[src/rtl/instr_sequencer.sv]
// instr_sequencer: program sequencer for the 16-bit ALU/register-file datapath.
// A small instruction buffer is filled through the load port. A start request
// replays the buffer to the datapath over valid/ready, for one or more passes,
// and can stop early when the datapath reports a zero result.
module instr_sequencer #(
  parameter int DEPTH = 8,
  parameter int AW    = 3,
  parameter int IW    = 16
) (
  input  logic          i_clk,
  input  logic          i_rst,
  input  logic          i_load_en,
  input  logic [AW-1:0] i_load_addr,
  input  logic [IW-1:0] i_load_data,
  input  logic [AW:0]   i_prog_len,
  input  logic [3:0]    i_loop_count,
  input  logic          i_halt_on_zero,
  input  logic          i_start,
  output logic          o_issue_valid,
  output logic [IW-1:0] o_issue_inst,
  input  logic          i_issue_ready,
  input  logic          i_zero_in,
  output logic          o_busy,
  output logic          o_done,
  output logic          o_halted,
  output logic          o_load_err,
  output logic [AW-1:0] o_pc,
  output logic [7:0]    o_issue_count
);

  typedef enum logic [1:0] {
    S_IDLE,
    S_RUN,
    S_FINISH
  } state_t;

  localparam logic [AW:0] DEPTH_L = (AW+1)'(DEPTH);

  state_t        r_state;
  state_t        w_next_state;

  logic [IW-1:0] r_buf [DEPTH];
  logic [AW-1:0] r_pc;
  logic [AW:0]   r_len;
  logic [3:0]    r_passes;
  logic          r_hoz;
  logic [7:0]    r_issue_count;
  logic          r_halted;
  logic          r_load_err;

  logic [AW:0]   w_len_clamped;
  logic          w_fire;
  logic          w_last;
  logic          w_halt_hit;

  // Program length requests beyond the buffer size are treated as a full buffer
  always_comb begin
    w_len_clamped = i_prog_len;
    if (i_prog_len > DEPTH_L) begin
      w_len_clamped = DEPTH_L;
    end
  end

  // Handshake and end-of-pass decode, all from registered state plus ready/zero
  assign w_fire     = (r_state == S_RUN) && i_issue_ready;
  assign w_last     = ({1'b0, r_pc} == (r_len - (AW+1)'(1)));
  assign w_halt_hit = r_hoz && i_zero_in;

  // State register
  always_ff @(posedge i_clk or posedge i_rst) begin
    if (i_rst) begin
      r_state <= S_IDLE;
    end else begin
      r_state <= w_next_state;
    end
  end

  // Next-state decode: an empty program skips straight to the one-cycle finish
  always_comb begin
    w_next_state = r_state;
    case (r_state)
      S_IDLE: begin
        if (i_start) begin
          w_next_state = (w_len_clamped != '0) ? S_RUN : S_FINISH;
        end
      end
      S_RUN: begin
        if (w_fire && (w_halt_hit || (w_last && (r_passes == 4'd0)))) begin
          w_next_state = S_FINISH;
        end
      end
      S_FINISH: begin
        w_next_state = S_IDLE;
      end
      default: begin
        w_next_state = S_IDLE;
      end
    endcase
  end

  // Outputs are decoded from registered state only, so ready/zero never reach valid/inst
  always_comb begin
    o_busy        = 1'b0;
    o_issue_valid = 1'b0;
    o_done        = 1'b0;
    o_issue_inst  = '0;
    case (r_state)
      S_RUN: begin
        o_busy        = 1'b1;
        o_issue_valid = 1'b1;
        o_issue_inst  = r_buf[r_pc];
      end
      S_FINISH: begin
        o_done = 1'b1;
      end
      default: begin
        o_busy = 1'b0;
      end
    endcase
  end

  // Instruction buffer: writable whenever no run is using it
  always_ff @(posedge i_clk or posedge i_rst) begin
    if (i_rst) begin
      for (int i = 0; i < DEPTH; i++) begin
        r_buf[i] <= '0;
      end
    end else if (i_load_en && (r_state != S_RUN)) begin
      r_buf[i_load_addr] <= i_load_data;
    end
  end

  // Run bookkeeping: captured settings, pc walk, pass count, status flags
  always_ff @(posedge i_clk or posedge i_rst) begin
    if (i_rst) begin
      r_pc          <= '0;
      r_len         <= '0;
      r_passes      <= '0;
      r_hoz         <= 1'b0;
      r_issue_count <= '0;
      r_halted      <= 1'b0;
      r_load_err    <= 1'b0;
    end else begin
      case (r_state)
        S_IDLE: begin
          if (i_start) begin
            r_halted   <= 1'b0;
            r_load_err <= 1'b0;
            if (w_len_clamped != '0) begin
              r_len         <= w_len_clamped;
              r_passes      <= i_loop_count;
              r_hoz         <= i_halt_on_zero;
              r_pc          <= '0;
              r_issue_count <= '0;
            end
          end
        end
        S_RUN: begin
          if (i_load_en) begin
            r_load_err <= 1'b1;
          end
          if (w_fire) begin
            if (r_issue_count != 8'hFF) begin
              r_issue_count <= r_issue_count + 8'd1;
            end
            if (w_halt_hit) begin
              r_halted <= 1'b1;
            end else if (w_last) begin
              if (r_passes != 4'd0) begin
                r_pc     <= '0;
                r_passes <= r_passes - 4'd1;
              end
            end else begin
              r_pc <= r_pc + AW'(1);
            end
          end
        end
        default: begin
          r_pc <= r_pc;
        end
      endcase
    end
  end

  assign o_pc          = r_pc;
  assign o_issue_count = r_issue_count;
  assign o_halted      = r_halted;
  assign o_load_err    = r_load_err;

endmodule

[config.mk]
export PLATFORM = sky130hd
export DESIGN_NAME = instr_sequencer
export DESIGN_NICKNAME = d
export VERILOG_FILES = /design/src/rtl/instr_sequencer.sv
export SDC_FILE = /design/constraint.sdc
export NUM_CORES = 1
export LEC_CHECK = 0
export ABC_AREA = 0
export ABC_CLOCK_PERIOD_IN_PS = 4900
export BUFFER_PORTS_ARGS = -buffer_cell sky130_fd_sc_hd__buf_2
export CAP_MARGIN = 20
export CORE_MARGIN = 2
export CORE_UTILIZATION = 39
export DETAILED_ROUTE_END_ITERATION = 8
export GPL_ROUTABILITY_DRIVEN = 0
export SYNTH_ARGS = -nofsm -noshare
export SYNTH_HDL_FRONTEND = slang
export SYNTH_SLANG_ARGS = --single-unit
[constraint.sdc]
create_clock -name i_clk -period 4.9 [get_ports i_clk]
set_input_delay 0.98 -clock i_clk [delete_from_list [all_inputs] [get_ports i_clk]]
set_output_delay 0.98 -clock i_clk [all_outputs]
set_load 0.02 [all_outputs]
# --- Word level (Yosys, flattened, before mapping) ---
# Index checks and enable logic that the tools add are counted.
# Widths: inputs -> output; s select.
totals:
  output_inout_bits: 32
  reg_bits: 152
  wordCells: 100
classes:
  eq_ne: 16
  bitwise: 2
  n_reduce_logical: 19
  mux: 39
  order_cmp: 4
  n_addsub: 4
op_table:
  columns: ["operator", "n"]
  rows:
  - ["$bwmux 128", 1]
  - ["$mux 16", 4]
  - ["$bmux 16 s3", 1]
  - ["$demux 16 s3", 1]
  - ["$mux 8", 4]
  - ["$mux 4", 7]
  - ["$mux 3", 6]
  - ["$pmux 8 s2", 1]
  - ["$ne 2x2->1 const B", 7]
  - ["$add 8x1->8 const B", 1]
  - ["$ge 4x4->1 const B", 2]
  - ["$ne 2x1->1 const B", 4]
  - ["$ne 8x8->1 const B", 1]
  - ["$not 3->4", 2]
  - ["$pmux 4 s2", 1]
  - ["$reduce_bool 4->1", 2]
  - ["$sub 4x1->4 const B", 2]
  - ["$reduce_and 7->1", 1]
  - ["$logic_and 1x1->1", 6]
  - ["$mux 1", 6]
  - ["$mux 2", 3]
  - ["$pmux 3 s2", 1]
  - ["$reduce_and 3->1", 2]
  - ["$reduce_and 6->1", 1]
  - ["16 further kinds", 17]

# --- Depth between registers and ports, before layout ---
# Gate-level depths: netlist of the first run.
depth:
  ltp_word: 7
  depth_mapped: 8

# --- Least setup slack after synthesis of the first run ---
# Ideal clock, no wire load.
synth_timing:
  path_kind: "reg2out"
  start: "reg r_pc[0], in the netlist o_pc[0]"
  end: "out o_issue_inst[3]"
  arrival_ns: 1.757
  stages_incl_launch_ff: 6
  slack_ns: 2.163
  cell_sequence: "dfrtp_1 -> buf_2 -> buf_2 -> mux4_2 -> mux2i_1 -> nor2_1"
synth_between:
  elab_chain_len: 5
synth_rtl:
  columns: ["element", "line", "rtl"]
  rows:
  - ["from (decl)", "43", "logic [AW-1:0] r_pc;"]
  - ["from (signal assigned)", "174", "r_pc <= r_pc + AW'(1);"]
  - ["from (signal assigned)", "179", "r_pc <= r_pc;"]
  - ["$not 3->4 (implied by the code)", "111", "o_issue_inst = r_buf[r_pc];"]
  - ["$bmux 16 s3", "111", null]
  - ["$mux 16 (implied by the code) (2 in series)", "111", null]
  - ["$mux 16", "107", "case (r_state)"]
  - ["to (decl)", "20", "output logic [IW-1:0] o_issue_inst,"]
# Every way passes these cells. The select of a mux whose other input is x is not followed.

# --- Worst setup path after layout of the first run ---
layout_timing:
  start: "reg r_pc[1], in the netlist o_pc[1]"
  end: "out o_issue_inst[15]"
# Same word-level chain as after synthesis.

==> results of run 1 <==
==> cell usage after synthesis, types with 3 or more instances <==
library cell  count  area share
nand3_1           4      0.0027
a21oi_1           5      0.0034
nor2_1           30       0.015
nand3b_1          3      0.0031
mux2_4           20       0.041
mux2_2          108        0.17
nor3_1            7      0.0048
inv_1            11      0.0056
ha_1              5      0.0086
o21ai_0          10      0.0068
buf_6             7       0.011
a31oi_1           3      0.0026
and3_1            4      0.0034
buf_4             4      0.0041
mux2i_1          19       0.026
xor2_1            6      0.0072
nand4_1           3      0.0026
o22a_1            3      0.0036
buf_2             9      0.0062
mux4_2           32       0.099
clkbuf_1          8      0.0041
and2_1            4      0.0034
nand2_1          23       0.012
dfrtp_1         152        0.52
==> report_power, final <==
group	switching [mW]	internal [mW]
Combinational	1.00	1.12
Sequential	0.367	1.79
Clock	0.526	0.886
Total	1.90	3.80
==> cell type report <==
class	count	area, um^2
clock buffer	19	453
clock inverter	13	193
fill	1629	10100
inverter	11	45.0
multi-input combinational	319	3280
sequential	152	3800
tap	234	293
timing repair buffer	75	398
==> registers in the layout, indices dropped and copies added (netlist names) <==
signal / flops
o_halted: 1
o_load_err: 1
r_len: 4
r_hoz: 1
o_issue_count: 8
r_state: 2
r_buf: 128
o_pc: 3
r_passes: 4
==> cells by family after synthesis <==
| kind of cell | after synthesis | synth area share |
|---|---|---|
| AOI/OAI and AO/OA | 34 | 0.0308 |
| xor gates and xnor gates | 6 | 0.00719 |
| muxes | 179 | 0.332 |
| DFF | 152 | 0.520 |
| adders and majority gates | 5 | 0.00856 |
| and+or+nand+nor | 95 | 0.0700 |
| buffers and inverters | 40 | 0.0313 |
==> how the worst max path moves through the flow <==
stage | start | end | slack [ns]
after detailed placement | r_state[0] | r_buf[21] | 1.82
after CTS | o_pc[1] | o_issue_inst[15] | 1.37
after global routing | o_pc[1] | o_issue_inst[15] | 1.28
after global placement | o_pc[1] | o_issue_inst[15] | 1.87
final | o_pc[1] | o_issue_inst[15] | 1.42
after floorplan | i_rst | o_halted | 2.00
==> cells in the final DEF, fill, tap and decap left out, types with 3 or more instances in the layout <==
master      netlist  routed
a21oi_1           5       5
a31oi_1           3       3
and2_1            4       4
and3_1            4       4
buf_2             9      65
buf_4             4       9
bufinv_16         0       4
clkbuf_16         0      17
clkinv_4          0       3
clkinvlp_4        0       3
dfrtp_1         152     151
ha_1              5       5
inv_1            11      10
inv_6             0       3
mux2_2          108     108
mux2_4           20      20
mux2i_1          19      19
mux4_2           32      32
nand2_1          23      23
nand3_1           4       4
nand3b_1          3       3
nand4_1           3       3
nor2_1           30      30
nor3_1            7       7
o21ai_0          10      10
o22a_1            3       3
xor2_1            6       6
==> routing by layer <==
| metal | wire length [um] | vias up | GRT usage | part of all wire |
|---|---|---|---|---|
| li1 | - | 2002 | - | - |
| met1 | 6900 | 2307 | 0.213 | 0.43 |
| met2 | 8350 | 75 | 0.298 | 0.52 |
| met3 | 569 | 17 | 0.0391 | 0.035 |
| met4 | 214 | 0 | 0.0547 | 0.013 |
| met5 | 0 | - | 0 | 0 |
==> stage by stage <==
stage / setup slack, ns / hold slack, ns / instance area [um^2] / total power [mW]
after floorplan: 2.00 / 0.455 / 7320 / 3.77
after global placement: 1.87 / 0.481 / 7810 / 4.23
after global routing: 1.28 / 0.514 / 8470 / 6.06
after detailed placement: 1.82 / 0.490 / 7820 / 4.33
after CTS: 1.37 / 0.504 / 8460 / 5.76
final: 1.42 / 0.502 / 8470 / 5.70
==> worst max-delay path, delay by kind of cell (launching register included) <==
| kind | cells | cell delay [ns] |
|---|---|---|
| AND/OR/NAND/NOR | 1 | 0.08 |
| multiplexers | 2 | 0.50 |
| flip-flops | 1 | 0.91 |
| buffers and inverters | 2 | 0.59 |
==> metrics.md, run 1 <==
| Metric | Value |
|---|---|
| Avg Cell Area, Syn | `around 14 um^2` |
| Hold Crit Depth | `1` |
| Die height | `141 um` |
| FF-to-FF path depth | `5` |
| Vias in the first global route | `4707` |
| Sequential fraction of the synthesis area | `0.520` |
| H-tree levels | `4` |
| Peak VDD IR | `232 uV` |
| Post-Route WL | `16000 um` |
| DR vias/cell | `5.35` |
| Io pins | `66` |
| Final HPWL DP | `10200 um` |
| Initial antenna violation count | `0` |
| Hold Crit Start | `r_buf[80]` |
| Final Setup Violations | `0` |
| Crit start category | `flop` |
| Leakage Power | `4.03 nW` |
| Total track usage | `0.171` |
| Critical Path AT | `around 2.5 ns` |
| First-pass GRT wire length | `between 20000 and 30000 um` |
| DRT Pass-1 Iters | `4` |
| Cts bufs inserted | `17` |
| WS Path Type | `reg2out` |
| Hold EP | `r_buf[80]` |
| Nets | `around 620` |
| YS warnings | `0` |
| Vias | `about 4400` |
| Core Region | `between 15000 and 20000 um^2` |
| Hold/Removal Path Class | `reg2reg` |
| Synth Register Bits | `152` |
| Initial core utilization | `0.394` |
| Routed len/inst | `roughly 19 um` |
| Diodes inserted | `0` |
| Max-Cap Viols | `0` |
| Crit end category | `output port` |
| Pin count of the biggest net entering global routing | `75` |
| # rows | `50` |
| CTS tree | `done` |
| Share of layout cells above drive strength 1 | `0.470` |
| Period utilization | `0.711` |
| Root Driver | `clkbuf_16` |
| # DRC | `0` |
| Achievable frequency | `between 0.2 and 0.3 GHz` |
| Period minus WS final | `about 3.5 ns` |
| RR Endpoint | `r_buf[21]` |
| Overflow after GRT | `0` |
| Slowest stage cell, crit path | `dfrtp_1` |
| RSZ-0062 raised after global routing | `false` |
| Slowest stage delay, CP | `around 0.9 ns` |
| Finished Layout Cells | `between 800 and 900` |
| R2r startpoint | `r_state[0]` |
| Worst slew pin tran | `about 1.2 ns` |
| Area Overhead vs Synth | `15.8%` |
| Fin. max-slew vios | `0` |
| Post-layout util | `0.456` |
| Post-Syn Nets | `550` |
| Fraction of registers with async set/reset | `1.00` |
| Primary FF master, synth | `dfrtp_1` |
| Synthesized cell area | `between 7000 and 8000 um^2` |
| Routed Antenna Nets | `0` |
| Cell count after synthesis | `roughly 500` |
| Distinct cells, synth | `50` |
| I/O Buffers | `65` |
| Reg clk slew, reported paths | `~0.06 ns` |
| CTS Hold Buffers Added | `0` |
| Crit path cell chain | `buf_4 > mux4_2 > mux2i_1 > nor2_1 > buf_2` |
| Reg2Reg Setup Slack | `1.91 ns` |
| Setup TNS | `0 ns` |
| Cts repair resizes | `0` |
| Clock sink count | `152` |
| Status | `finished clean` |
| WP data required | `~3.9 ns` |
| Pwr per Cell Area | `673 nW/um^2` |
| Die Span X | `roughly 140 um` |
| Maximum root-to-sink buffer count | `2` |
| Slew headroom | `0.222` |
| Total die area | `between 15000 and 20000 um^2` |
| Clk Latency, worst-skew pair | `around 0.42 ns` |
| CP Max Fanout | `18` |
| Placed Cells | `790` |
| Initial DRC Count | `approximately 230` |
| Clock Skew | `approximately 0.0097 ns` |
| Final Hold Fails | `0` |
| Post-synth EDFFs | `0` |
| Setup repair bufs after CTS | `0` |
No activity file was read; power rests on OpenSTA's default activity.
==> run 2: changes to the inputs <==
- ABC_CLOCK_PERIOD_IN_PS: 4900 -> 3200
- clock period: 4.9 -> 3.2 ns (I/O delays scaled with it)
==> metrics.md, run 2 (synthesis gave the netlist of run 1 again) <==
| Metric | Value |
|---|---|
| Share of layout cells above drive strength 1 | `0.475` |
| WP data required | `approximately 2.6 ns` |
| Seq pwr share | `0.363` |
| Crit path cell chain | `buf_4 > mux4_2 > mux2i_1 > nor2_1 > buf_2` |
| Vias in the first global route | `about 4700` |
| Final Setup Violations | `0` |
| Total die area | `19900 um^2` |
| # DRC | `0` |
| Vias | `approximately 4400` |
| Clock Skew | `~0.0064 ns` |
| R2r startpoint | `r_state[0]` |
| Slew headroom | `0.495` |
| Slowest stage delay, CP | `approximately 0.62 ns` |
| Period minus WS final | `between 2 and 3 ns` |
| Family with the most delay on the worst path | `multiplexers` |
| Biggest register | `r_buf` |
| Leakage Power | `approximately 4 nW` |
| Routed Antenna Nets | `0` |
| Peak VDD IR | `roughly 330 uV` |
| Final Hold Fails | `0` |
| P_int | `roughly 6.1 mW` |
| Initial DRC Count | `between 300 and 400` |
| Crit end category | `output port` |
| Cts repair resizes | `0` |
| Die height | `141 um` |
| Core Region | `~19000 um^2` |
| Die Span X | `about 140 um` |
| Hold/Removal Path Class | `in2async` |
| Diodes inserted | `0` |
| Reg2Reg Setup Slack | `around 1.0 ns` |
| Clock power frac | `0.265` |
| Io pins | `66` |
| Final HPWL DP | `10200 um` |
| Period utilization | `0.920` |
| Pin count of the biggest net entering global routing | `84` |
| Critical Path AT | `between 2 and 2.5 ns` |
| Worst path bufs/invs | `2` |
| Maximum root-to-sink buffer count | `2` |
| Clk Latency, worst-skew pair | `~0.42 ns` |
| Clock sink count | `between 150 and 200` |
| Status | `finished clean` |
| Setup TNS | `0 ns` |
| Crit start category | `flop` |
| Switch share | `0.322` |
| Initial antenna violation count | `1` |
| # rows | `50` |
| Final instance area | `approximately 8600 um^2` |
| RSZ-0062 raised after global routing | `false` |
| WS Path Type | `reg2out` |
| Pwr per Cell Area | `around 1000 nW/um^2` |
| H-tree levels | `4` |
| RR Endpoint | `r_passes[2]` |
| Max-Cap Viols | `0` |
| Most frequent cells in the layout | `151 x dfrtp_1, 108 x mux2_2, 67 x buf_2` |
| Worst slew pin tran | `approximately 0.75 ns` |
| Setup repair bufs after CTS | `0` |
| Placed standard-cell area | `7890 um^2` |
| Initial core utilization | `0.394` |
| Sw Pwr | `roughly 2.9 mW` |
| FF-to-FF path depth | `6` |
| First-pass GRT wire length | `around 26000 um` |
| Reg clk slew, reported paths | `0.06 ns` |
| Fin. max-slew vios | `0` |
| CTS tree | `done` |
| Routed len/inst | `19.2 um` |
| Achievable frequency | `between 0.3 and 0.4 GHz` |
| DRT Pass-1 Iters | `4` |
| CTS Hold Buffers Added | `0` |
| Nets | `between 600 and 700` |
| Overflow after GRT | `0` |
| Root Driver | `clkbuf_16` |
| CP Max Fanout | `12` |
| Largest register FFs | `between 100 and 150` |
| Most common cell after layout, fill and taps aside | `dfrtp_1` |
| Area Overhead vs Synth | `17.7%` |
| Total track usage | `0.169` |
| Slowest stage cell, crit path | `dfrtp_2` |
| Post-Route WL | `between 15000 and 20000 um` |
| DR vias/cell | `5.35` |
| Comb pwr share | `0.372` |
| I/O Buffers | `65` |
| Cts bufs inserted | `17` |
==> run 2: cell count changes in the layout (fill, tap and decap cells not counted) <==
cell,previous run,this run
buf_12,0,3
bufinv_16,4,7
inv_6,3,0
buf_2,65,67
clkinv_4,3,1
buf_4,9,10
clkbuf_2,1,0
clkbuf_8,2,3
clkinv_2,1,2
==> run 2: tightest hold or removal path: stages <==
cell and delay, ns:
buf_2 0.11, clkinvlp_4 0.10, buf_12 0.35
==> run 2: cell type report <==
cell class,instances,area (um^2)
Clock buffer,20,467
Multi-Input combinational cell,319,3280
Inverter,11,45.0
Sequential cell,152,3800
Tap cell,234,293
Clock inverter,12,244
Timing Repair Buffer,80,470
Fill cell,1625,9980
==> run 2: worst max path at each step <==
stage	startpoint	to	slack (ns)	cells past startpoint
after floorplan	i_rst	o_halted	0.64	1
after global placement	o_pc[0]	o_issue_inst[15]	0.68	5
after detailed placement	i_prog_len[3]	o_pc[0]	0.56	6
after CTS	o_pc[0]	o_issue_inst[3]	0.19	5
after global routing	o_pc[0]	o_issue_inst[3]	0.09	5
final	o_pc[0]	o_issue_inst[3]	0.26	5
==> run 2: power groups by stage <==
stage                     combinational, mW  clock, mW  sequential [mW]
after floorplan                        2.65          0             3.12
after global placement                 3.30          0             3.25
after detailed placement               3.39          0             3.30
after CTS                              3.41       2.43             3.27
after global routing                   3.65       2.51             3.39
final                                  3.36       2.39             3.28
==> run 2: metrics by stage <==
step                setup WS, ns  total power [mW]  hold slack, ns  utilization  cells
detailed placement         0.560              6.69           0.488        0.425    795
floorplan                  0.643              5.77           0.455            -    511
global route              0.0865              9.55           0.415        0.463    828
global placement           0.683              6.55           0.481        0.424    794
finish                     0.256              9.02           0.360        0.463    828
CTS                        0.187              9.11           0.395        0.463    827
==> run 2: metal layers <==
metal  vias up  routed length (um)  track usage  part of all wire
li1       2026                   -            -                 -
met1      2309                7190        0.219              0.45
met2        75                7900        0.283              0.50
met3        19                 544       0.0384             0.034
met4         2                 231       0.0542             0.015
met5         -                  13            0           0.00082
